--- src/rtl/pulse_scheduler.sv ---
// Round-robin scheduler that shares one widened output pulse among N_REQ edge-triggered sources.
// Each grant produces a WIDTH-cycle pulse followed by at least GAP low cycles.
module pulse_scheduler #(
    parameter int N_REQ = 4,
    parameter int IDX_W = 2,
    parameter int WIDTH = 15,
    parameter int GAP   = 3,
    parameter int CNT_W = 16
) (
    input  logic             clk,
    input  logic             rst_n,
    input  logic [N_REQ-1:0] req_i,
    input  logic [N_REQ-1:0] mask_i,
    output logic             pulse_o,
    output logic [IDX_W-1:0] owner_o,
    output logic             busy_o,
    output logic [N_REQ-1:0] pending_o,
    output logic             drop_o
);

    localparam logic [1:0] ST_IDLE  = 2'd0;
    localparam logic [1:0] ST_PULSE = 2'd1;
    localparam logic [1:0] ST_GAP   = 2'd2;

    localparam logic [CNT_W-1:0] WIDTH_LAST = CNT_W'(WIDTH - 1);
    localparam logic [CNT_W-1:0] GAP_LAST   = CNT_W'((GAP > 0) ? GAP - 1 : 0);
    localparam logic [IDX_W-1:0] LAST_INIT  = IDX_W'(N_REQ - 1);

    logic [1:0]       state;
    logic [1:0]       state_next;
    logic [CNT_W-1:0] cnt;
    logic [CNT_W-1:0] cnt_next;
    logic [N_REQ-1:0] req_q;
    logic [N_REQ-1:0] pending;
    logic [N_REQ-1:0] pending_next;
    logic [N_REQ-1:0] rise;
    logic [N_REQ-1:0] grant_oh;
    logic [IDX_W-1:0] last_grant;
    logic [IDX_W-1:0] last_grant_next;
    logic [IDX_W-1:0] owner_sel;
    logic [IDX_W-1:0] grant_idx;
    logic [IDX_W-1:0] cand_idx;
    logic             grant_found;

    assign rise         = req_i & ~req_q & ~mask_i;
    assign pending_next = (pending & ~grant_oh) | rise;
    assign pending_o    = pending;

    // Search starts just after the previous grant so every source gets a turn.
    always_comb begin
        grant_found = 1'b0;
        grant_idx   = '0;
        cand_idx    = '0;
        for (int i = 1; i <= N_REQ; i++) begin
            cand_idx = IDX_W'((int'(last_grant) + i) % N_REQ);
            if (!grant_found && pending[cand_idx]) begin
                grant_found = 1'b1;
                grant_idx   = cand_idx;
            end
        end
    end

    always_comb begin
        state_next      = state;
        cnt_next        = cnt;
        last_grant_next = last_grant;
        owner_sel       = owner_o;
        grant_oh        = '0;
        case (state)
            ST_IDLE: begin
                if (grant_found) begin
                    state_next      = ST_PULSE;
                    cnt_next        = '0;
                    owner_sel       = grant_idx;
                    last_grant_next = grant_idx;
                    grant_oh        = N_REQ'(1) << grant_idx;
                end
            end
            ST_PULSE: begin
                if (cnt == WIDTH_LAST) begin
                    cnt_next   = '0;
                    state_next = (GAP == 0) ? ST_IDLE : ST_GAP;
                end else begin
                    cnt_next = cnt + 1'b1;
                end
            end
            ST_GAP: begin
                if (cnt == GAP_LAST) begin
                    cnt_next   = '0;
                    state_next = ST_IDLE;
                end else begin
                    cnt_next = cnt + 1'b1;
                end
            end
            default: begin
                state_next = ST_IDLE;
                cnt_next   = '0;
            end
        endcase
    end

    // Outputs are decoded from the next state so they line up with the state register.
    always_ff @(posedge clk) begin
        if (!rst_n) begin
            state      <= ST_IDLE;
            cnt        <= '0;
            pending    <= '0;
            last_grant <= LAST_INIT;
            req_q      <= req_i;
            pulse_o    <= 1'b0;
            owner_o    <= '0;
            busy_o     <= 1'b0;
            drop_o     <= 1'b0;
        end else begin
            state      <= state_next;
            cnt        <= cnt_next;
            pending    <= pending_next;
            last_grant <= last_grant_next;
            req_q      <= req_i;
            pulse_o    <= (state_next == ST_PULSE);
            owner_o    <= (state_next == ST_PULSE) ? owner_sel : '0;
            busy_o     <= (state_next != ST_IDLE);
            drop_o     <= |(rise & pending);
        end
    end

endmodule
--- config.mk ---
export PLATFORM = sky130hd
export DESIGN_NAME = pulse_scheduler
export DESIGN_NICKNAME = d
export VERILOG_FILES = /design/src/rtl/pulse_scheduler.sv
export SDC_FILE = /design/constraint.sdc
export NUM_CORES = 1
export LEC_CHECK = 0
export ABC_CLOCK_PERIOD_IN_PS = 7500
export CAP_MARGIN = 20
export CORE_MARGIN = 1.5
export CORE_UTILIZATION = 25
export DETAILED_ROUTE_END_ITERATION = 6
export GPL_TIMING_DRIVEN = 0
export PLACE_DENSITY = 0.39
export SLEW_MARGIN = 20
export SYNTH_ARGS = -nofsm -noshare
export SYNTH_HDL_FRONTEND = slang
export SYNTH_SLANG_ARGS = --single-unit
export TNS_END_PERCENT = 50
--- constraint.sdc ---
create_clock -name clk -period 7.5 [get_ports clk]
set_clock_uncertainty 0.15 [all_clocks]
set_input_delay 0.75 -clock clk [delete_from_list [all_inputs] [get_ports clk]]
set_output_delay 0.75 -clock clk [all_outputs]
set_load 0.05 [all_outputs]
==> reports/metrics.cfg, run 1 <==
[status]
status=finished, final reports clean

[cells_and_area]
diodes=0
final.fill_count=658
final_nets=214
final_cell_area_um2=1970
mostFrequentLayoutCell=dfxtp_1
final_core_util=0.315
layout_common_cells=dfxtp_1 (33), clkdlybuf4s50_1 (18), nand2_1 (14)
area_delta_synth_final_pct=23.0
layout.cells.non_filler=275
drive_gt1_frac=0.146

[die]
floorplan.initialDensity=0.256
row_count=29
coreArea_um2=6280
die_area_um2=6910
die_h_um=83.1
dieWidth_um=83.1
io_pins=19

[pwr]
power_leakage_nw=0.710
swShare=0.303
pwr-share-clk=0.319
internal-power_mw=0.296
sequentialPowerShare=0.462
power_switching_mw=0.129
pwr-share-comb=0.219
irDropWorstVdd_mv=0.0808
power_density_nw_per_um2=215

[clock_tree]
cts_sinks=33
postCtsSetupRepairBufs=0
cts_buffers=5
cts_tree=yes
ctsHtreeMaxLevel=2
clk_pin_slew_ns=0.07
cts.path.max_buffers=2
cts_root_buf=clkbuf_8
post_cts_resized=0
cts_hold_buf=0
clkLatencyLatePin_ns=0.29

[placement]
place_congestion=0.771
placed_cell_area_um2=1880
dp_slack_ns=4.69
dp_hpwl_um=2590
place_inst=268
portBuffers=18

[routing]
drt-initial-drc-count=43
viasPerCell=4.66
ant_nets=0
avgRoutedWirePerCell_um=12.4
drt-total-wl_um=3410
drc=0
vias=1282
firstDrtPassIters=4

[logic_synthesis]
ys_seq_elements=33
postSynthCellCount=173
synth_top_area_share=0.412
syn_area_per_cell_um2=9.28
syn-num-nets=189
yosysWarnings=0
seq_area_frac_synth=0.412
synth_cell_type_count=42
ys_async_sr_fraction=0
netlist_top_cells_area=dfxtp_1 (41%), xor2_1 (6.5%), ha_1 (4.7%), nor2_2 (3.9%), nand2_1 (3.3%)
synthFlopType=dfxtp_1
synth_area_leader_cell=dfxtp_1
syn_area_um2=1610
synth_edf_count=0

[sta]
clock.fmax_mhz=373
slew_violations=0
fin_ws_ns=4.82
hold_viol=0
tns_ns=0
finalCritPeriodShare=0.357
setup_viol=0
worst_slew_pin_slew_ns=0.878
slew_headroom=0.411
period_minus_slack_ns=2.68
rsz0062_at_grt=no

[worst_setup_path]
cp.depth=7
path_buf_inv=1
crit_path_end_kind=register
worstRegToRegCells=7
critPathKind=register to register
critPathTopFamily=simple AND/OR/NAND/NOR gates
worstPathCellList=ha_1, or4b_4, or4_1, a21oi_1, o22a_4, buf_12, nor2_2
critPathSlowestCell=or4_1
startpoint_type=register
cp_max_fo=10
max_stage_delay_ns=0.55
critPathArrivalTime_ns=2.70
required_ns=7.52

[worst_hold_path]
min_path_type=register to register
hold_depth=2

[global_routing]
grt_max_degree=11
grt_usage=0.111
grt_pass1_vias=1295
grt_pass1_wl_um=6130
antenna_found_initial=0
grt_overflow=0

[flow_run]
max-cap-violations=0

per-stage QoR:
step | power (mW) | hold WS (ns)
3_3_place_gp | 0.293 | 0.308
6_report | 0.425 | 0.321
4_1_cts | 0.434 | 0.320
5_1_grt | 0.452 | 0.341
2_1_floorplan | 0.266 | 0.325
3_5_place_dp | 0.294 | 0.305
power by group through the flow:
stage	Clock (mW)	Sequential [mW]	Combinational, mW
6_report	0.136	0.196	0.0932
3_3_place_gp	0	0.200	0.0933
2_1_floorplan	0	0.212	0.0540
4_1_cts	0.143	0.196	0.0943
5_1_grt	0.150	0.198	0.103
3_5_place_dp	0	0.200	0.0940
synthesized netlist by cell type (2+ instances only):
cell type,count
dfxtp_1,33
nand2_1,14
xor2_1,12
nor2_1,10
nor2_2,10
a21oi_1,9
inv_1,9
ha_1,6
nand2b_1,6
nand3_1,6
o21ai_0,6
a211oi_1,5
nand4_1,5
or3b_2,4
or4_1,4
mux2i_1,3
and3_1,2
nor4_1,2
o22a_1,2
or3_1,2
xnor2_1,2
state kept, by name, indices dropped and copies added (netlist names):
| signal | cells |
|---|---|
| req_q | 4 |
| busy_o | 1 |
| owner_o | 2 |
| cnt | 16 |
| pending_o | 4 |
| last_grant | 2 |
| state | 2 |
| drop_o | 1 |
| pulse_o | 1 |
worst min-delay path, delay by kind of cell, from the launching register on:
family | cells | cell delay, ns
AND/OR/NAND/NOR | 1 | 0.05
AO/OA/AOI/OAI | 1 | 0.06
flip-flops | 1 | 0.31
layer usage:
| metal | wire length [um] | global-route usage | vias up |
|---|---|---|---|
| met5 | 0 | 0 | - |
| met4 | 52 | 0.0409 | 0 |
| met3 | 129 | 0.0348 | 4 |
| met2 | 1570 | 0.183 | 20 |
| met1 | 1670 | 0.136 | 598 |
| li1 | - | - | 660 |
cell families (layout without fill, tap and decap cells):
logic type	count (synthesis)	after routing	share of synthesized area
DFF	33	33	0.412
muxes	3	3	0.0187
buffers and inverters	13	38	0.0405
adders and majority gates	6	6	0.0468
xor gates and xnor gates	14	14	0.0764
AOI/OAI and AO/OA	34	34	0.157
and+or+nand+nor	70	70	0.249
worst paths after layout:
| kind | from | endpoint | slack (ns) |
|---|---|---|---|
| worst max-delay path | cnt[1] | cnt[6] | 4.82 |
| worst max register to register | cnt[1] | cnt[6] | 4.82 |
| worst min register to register | owner_o[1] | owner_o[1] | 0.32 |
| worst min-delay path | owner_o[1] | owner_o[1] | 0.32 |
cell type report:
cell class,count,area [um2],share of cell area
clock buffer,7,86.3,0.0437
sequential,33,661,0.335
tap,77,96.3,0.0488
multi-input combinational,127,886,0.449
inverter,10,37.5,0.0190
timing repair buffer,18,180,0.0913
buffer,3,27.5,0.0139
(Power assumes the default switching activity.)
==> inputs of run 2 (changes only) <==
--- a/config.mk
+++ b/config.mk
@@ -5,7 +5,7 @@
 export SDC_FILE = /design/constraint.sdc
 export NUM_CORES = 1
 export LEC_CHECK = 0
-export ABC_CLOCK_PERIOD_IN_PS = 7500
+export ABC_CLOCK_PERIOD_IN_PS = 2700
 export CAP_MARGIN = 20
 export CORE_MARGIN = 1.5
 export CORE_UTILIZATION = 25
==> constraint.sdc (replaced) <==
create_clock -name clk -period 2.7 [get_ports clk]
set_clock_uncertainty 0.15 [all_clocks]
set_input_delay 0.27 -clock clk [delete_from_list [all_inputs] [get_ports clk]]
set_output_delay 0.27 -clock clk [all_outputs]
set_load 0.05 [all_outputs]
==> reports/metrics.cfg, run 2 (synthesis gave the netlist of run 1 again) <==
[routing]
avgRoutedWirePerCell_um=12.4  ; about the same
wl_met1_um=1720  ; was 1670 um
dr_wl_met2_um=1580  ; was 1570 um
wl_met3_um=98  ; was 129 um
drt-total-wl_um=3450  ; was 3410 um
firstDrtPassIters=4  ; unchanged
top_layer_used=met4  ; unchanged
viasPerCell=4.64  ; was 4.66
drt-initial-drc-count=44  ; was 43
vias=1284  ; was 1282
drc=0  ; unchanged
ant_nets=0  ; unchanged

[die]
floorplan.initialDensity=0.256  ; unchanged
io_pins=19  ; unchanged
die_area_um2=6910  ; unchanged
die_h_um=83.1  ; unchanged
coreArea_um2=6280  ; unchanged
row_count=29  ; unchanged
dieWidth_um=83.1  ; unchanged

[sta]
clock.fmax_mhz=392  ; was 373 MHz
slew_headroom=0.408  ; was 0.411
period_minus_slack_ns=2.55  ; was 2.68 ns
setup_viol=0  ; unchanged
tns_ns=0  ; unchanged
whs_ns=0.300  ; was 0.321 ns
slew_violations=0  ; unchanged
rsz0062_at_grt=no  ; unchanged
worst_slew_pin_slew_ns=0.883  ; was 0.878 ns
hold_viol=0  ; unchanged
finalCritPeriodShare=0.945  ; was 0.357

[global_routing]
grt_pass1_vias=1295  ; unchanged
grt_overflow=0  ; unchanged
grt_pass1_wl_um=6130  ; unchanged
antenna_found_initial=0  ; unchanged
grt_usage=0.111  ; unchanged
grt_max_degree=11  ; unchanged

[clock_tree]
cts_hold_buf=0  ; unchanged
clkLatencyLatePin_ns=0.28  ; was 0.29 ns
cts.path.max_buffers=2  ; unchanged
cts_sinks=33  ; unchanged
cts_tree=yes  ; unchanged
cts_buffers=5  ; unchanged
ctsHtreeMaxLevel=2  ; unchanged
clk_pin_slew_ns=0.07  ; about the same
cts_root_buf=clkbuf_8  ; unchanged

[placement]
place_inst=268  ; unchanged
dp_hpwl_um=2590  ; unchanged
placed_cell_area_um2=1880  ; unchanged
portBuffers=18  ; unchanged
place_congestion=0.771  ; unchanged

[worst_setup_path]
critPathArrivalTime_ns=2.57  ; was 2.70 ns
crit_path_end_kind=register  ; unchanged
cp_max_fo=10  ; unchanged
max_stage_delay_ns=0.57  ; was 0.55 ns
worstPathCellList=inv_1, ha_1, or4b_4, or4_1, a21oi_2, o22a_4, buf_12, nor2_2  ; was ha_1, or4b_4, or4_1, a21oi_1, o22a_4, buf_12, nor2_2
required_ns=2.72  ; was 7.52 ns
critPathSlowestCell=or4_1  ; unchanged
critPathKind=register to register  ; unchanged
startpoint_type=register  ; unchanged

[cells_and_area]
diodes=0  ; unchanged
layout.cells.non_filler=277  ; was 275
layout_common_cells=dfxtp_1 (32), clkdlybuf4s50_1 (18), nand2_1 (14)  ; was dfxtp_1 (33), clkdlybuf4s50_1 (18), nand2_1 (14)
drive_gt1_frac=0.170  ; was 0.146
area_delta_synth_final_pct=25.3  ; was 23.0%
mostFrequentLayoutCell=dfxtp_1  ; unchanged
top_register=cnt  ; unchanged
largest_reg_flops=16  ; unchanged
final_nets=216  ; was 214
final_cell_area_um2=2010  ; was 1970 um2

[pwr]
total_power_mw=1.20  ; was 0.425 mW
power_leakage_nw=0.727  ; was 0.710 nW
irDropWorstVdd_mv=0.228  ; was 0.0808 mV
power_density_nw_per_um2=598  ; was 215 nW/um2

[flow_run]
max-cap-violations=0  ; unchanged

[worst_hold_path]
min_path_type=primary input to register  ; was register to register

[status]
status=finished, final reports clean  ; unchanged

run 2: cell count changes in the layout (fill, tap and decap cells not counted), sizes merged:
cell,previous run,this run
buf,2,4
run 2: path summary, 6_finish.rpt:
kind / to / cells past startpoint / startpoint / slack, ns
max: cnt[6] / 8 / cnt[0] / 0.15
min: req_q[2] / 1 / req_i[2] / 0.30
max reg2reg: cnt[6] / 8 / cnt[0] / 0.15
min reg2reg: owner_o[1] / 2 / owner_o[1] / 0.32
run 2: per-stage QoR:
stage,setup WS [ns],util
3_3_place_gp,0.0304,0.300
2_1_floorplan,0.299,-
4_1_cts,0.0153,0.315
6_report,0.149,0.320
3_5_place_dp,0.000465,0.300
5_1_grt,0.000368,0.320
run 2: critical path: cells and delay by family (launching register included):
kind | cells | cell delay (ns)
AO/OA/AOI/OAI | 2 | 0.45
adder cells (fa/ha/maj) | 1 | 0.15
buffers and inverters | 2 | 0.22
flip-flops | 1 | 0.38
AND/OR/NAND/NOR | 3 | 1.08
run 2: per-layer routing:
layer / vias to the layer above / track usage
li1: 666 / -
met1: 599 / 0.136
met2: 15 / 0.183
met3: 4 / 0.0348
met4: 0 / 0.0409
met5: - / 0
run 2: final cells by class:
class | instances | area, um2
multi-input combinational | 127 | 893
fill | 662 | 4270
timing repair buffer | 20 | 208
sequential | 33 | 662
clock buffer | 7 | 86.3
tap | 77 | 96.3
inverter | 10 | 37.5
buffer | 3 | 27.5
run 2: what timing repair did:
| item | 4_1_cts | 5_1_grt |
|---|---|---|
| buffers inserted | 0 | 2 |
| pin swaps | 0 | 2 |
| cloned | 0 | 0 |
| endpoints found under the setup margin | 2 | 19 |
| resized for setup | 1 | 3 |
run 2: where the power goes:
group	total [mW]	switching, mW	internal (mW)
registers	0.546	0.0299	0.516
clock network	0.375	0.173	0.202
logic	0.280	0.159	0.122
==> inputs of run 3 (changes only) <==
--- a/config.mk
+++ b/config.mk
@@ -5,13 +5,13 @@
 export SDC_FILE = /design/constraint.sdc
 export NUM_CORES = 1
 export LEC_CHECK = 0
-export ABC_CLOCK_PERIOD_IN_PS = 2700
+export ABC_CLOCK_PERIOD_IN_PS = 2240
 export CAP_MARGIN = 20
 export CORE_MARGIN = 1.5
 export CORE_UTILIZATION = 25
 export DETAILED_ROUTE_END_ITERATION = 6
 export GPL_TIMING_DRIVEN = 0
-export PLACE_DENSITY = 0.39
+export PLACE_DENSITY = 0.4
 export SLEW_MARGIN = 20
 export SYNTH_ARGS = -nofsm -noshare
 export SYNTH_HDL_FRONTEND = slang
==> constraint.sdc (replaced) <==
create_clock -name clk -period 2.24 [get_ports clk]
set_clock_uncertainty 0.15 [all_clocks]
set_input_delay 0.224 -clock clk [delete_from_list [all_inputs] [get_ports clk]]
set_output_delay 0.224 -clock clk [all_outputs]
set_load 0.05 [all_outputs]
==> reports/metrics.cfg, run 3 (synthesis gave the netlist of run 1 again) <==
[global_routing]
grt_pass1_vias=1405  ; was 1295
antenna_found_initial=0  ; unchanged
grt_overflow=0  ; unchanged
grt_usage=0.116  ; was 0.111
grt_max_degree=11  ; unchanged
grt_pass1_wl_um=6420  ; was 6130 um

[pwr]
internal-power_mw=1.03  ; was 0.840 mW
power_leakage_nw=0.788  ; was 0.727 nW
irDropWorstVdd_mv=0.248  ; was 0.228 mV
power_switching_mw=0.480  ; was 0.361 mW
power_density_nw_per_um2=694  ; was 598 nW/um2
sequentialPowerShare=0.431  ; was 0.455
swShare=0.317  ; was 0.301
pwr-share-comb=0.282  ; was 0.233
pwr-share-clk=0.287  ; was 0.312

[routing]
ant_nets=0  ; unchanged
drt-initial-drc-count=26  ; was 44
firstDrtPassIters=4  ; unchanged
drc=0  ; unchanged
avgRoutedWirePerCell_um=13.3  ; was 12.4 um
vias=1367  ; was 1284
drt-total-wl_um=3810  ; was 3450 um
viasPerCell=4.76  ; was 4.64

[placement]
place_congestion=0.790  ; was 0.771
placed_cell_area_um2=1900  ; was 1880 um2
portBuffers=18  ; unchanged
dp_slack_ns=-0.189  ; was 0.000465 ns
dp_hpwl_um=2630  ; was 2590 um

[worst_setup_path]
required_ns=2.27  ; was 2.72 ns
critPathArrivalTime_ns=2.40  ; was 2.57 ns
crit_path_end_kind=register  ; unchanged
startpoint_type=register  ; unchanged
cp_max_fo=5  ; was 10
critPathKind=register to register  ; unchanged

[sta]
tns_ns=-1.60  ; was 0 ns
whs_ns=0.253  ; was 0.300 ns
worst_slew_pin_slew_ns=0.501  ; was 0.883 ns
clock.fmax_mhz=422  ; was 392 MHz
setup_viol=21  ; was 0
rsz0062_at_grt=yes  ; was no
fin_ws_ns=-0.132  ; was 0.149 ns
hold_viol=0  ; unchanged
finalCritPeriodShare=1.06  ; was 0.945
period_minus_slack_ns=2.37  ; was 2.55 ns
slew_violations=0  ; unchanged
slew_headroom=0.664  ; was 0.408

[cells_and_area]
final_nets=225  ; was 216
diodes=0  ; unchanged
top_register=cnt  ; unchanged
drive_gt1_frac=0.286  ; was 0.170
area_delta_synth_final_pct=36.0  ; was 25.3%
mostFrequentLayoutCell=dfxtp_1  ; unchanged
layout_common_cells=dfxtp_1 (28), clkdlybuf4s50_1 (18), nand2_1 (14)  ; was dfxtp_1 (32), clkdlybuf4s50_1 (18), nand2_1 (14)
final_core_util=0.348  ; was 0.320
largest_reg_flops=16  ; unchanged
final_cell_area_um2=2180  ; was 2010 um2

[clock_tree]
cts_tree=yes  ; unchanged
cts_buffers=5  ; unchanged
cts_hold_buf=0  ; unchanged
cts.path.max_buffers=2  ; unchanged
clkLatencyLatePin_ns=0.29  ; was 0.28 ns
cts_sinks=33  ; unchanged
ctsHtreeMaxLevel=2  ; unchanged
cts_root_buf=clkbuf_8  ; unchanged
clk_pin_slew_ns=0.07  ; about the same

[die]
coreArea_um2=6280  ; unchanged
die_area_um2=6910  ; unchanged
dieWidth_um=83.1  ; unchanged
die_h_um=83.1  ; unchanged
io_pins=19  ; unchanged
floorplan.initialDensity=0.256  ; unchanged
row_count=29  ; unchanged

[worst_hold_path]
min_path_type=primary input to register  ; unchanged

[flow_run]
max-cap-violations=0  ; unchanged

[status]
violations=negative setup slack
status=finished with violations  ; was finished, final reports clean

run 3: changes by cell type in the layout (fill, tap and decap cells not counted), sizes merged:
| cell | before | now |
|---|---|---|
| clkinv | 1 | 3 |
| clkbuf | 8 | 7 |
| buf | 4 | 13 |
run 3: metrics by stage:
step | total power, mW | std cells
after floorplan | 0.898 | 173
after global placement | 0.986 | 268
after detailed placement | 0.990 | 268
after CTS | 1.54 | 287
after global routing | 1.62 | 287
final | 1.51 | 287
run 3: path summary, 6_finish.rpt:
path | startpoint | endpoint | depth (start not counted) | slack [ns]
min reg2reg | owner_o[1] | owner_o[1] | 2 | 0.33
min | req_i[0] | req_q[0] | 1 | 0.25
max reg2reg | cnt[8] | cnt[9] | 7 | -0.13
max | cnt[8] | cnt[9] | 7 | -0.13
run 3: critical path: stages, from the launching register on:
cell	delay, ns
dfxtp_1	0.34
or4bb_4	0.55
or4_4	0.57
a21oi_4	0.19
o22a_4	0.19
buf_6	0.12
buf_12	0.11
nor2_2	0.04
run 3: power groups by stage:
stage	logic [mW]	registers [mW]	clock network, mW
finish	0.427	0.653	0.434
global route	0.465	0.659	0.492
detailed placement	0.318	0.672	0
CTS	0.431	0.653	0.460
global placement	0.316	0.670	0
floorplan	0.186	0.712	0
run 3: final cells by class:
type	count	area, um2
repair buffers	29	283
flip-flops and latches	33	674
clock buffers	6	72.6
fillers	651	4090
clock inverters	2	10.0
multi-input cells	127	981
inverters	10	37.5
well taps	77	96.3
plain buffers	3	28.8
run 3: metal layers:
layer	up-vias	part of all wire	global-route usage
met5	-	0	0
met4	0	0.014	0.0439
met3	8	0.035	0.0348
met2	22	0.50	0.196
met1	649	0.45	0.138
li1	688	-	-
run 3: what timing repair did:
action | CTS | global route
pin swaps | 9 | 6
cloned | 1 | 0
setup buffers | 10 | 1
gates resized for setup | 18 | 10
endpoints found under the setup margin | 22 | 22
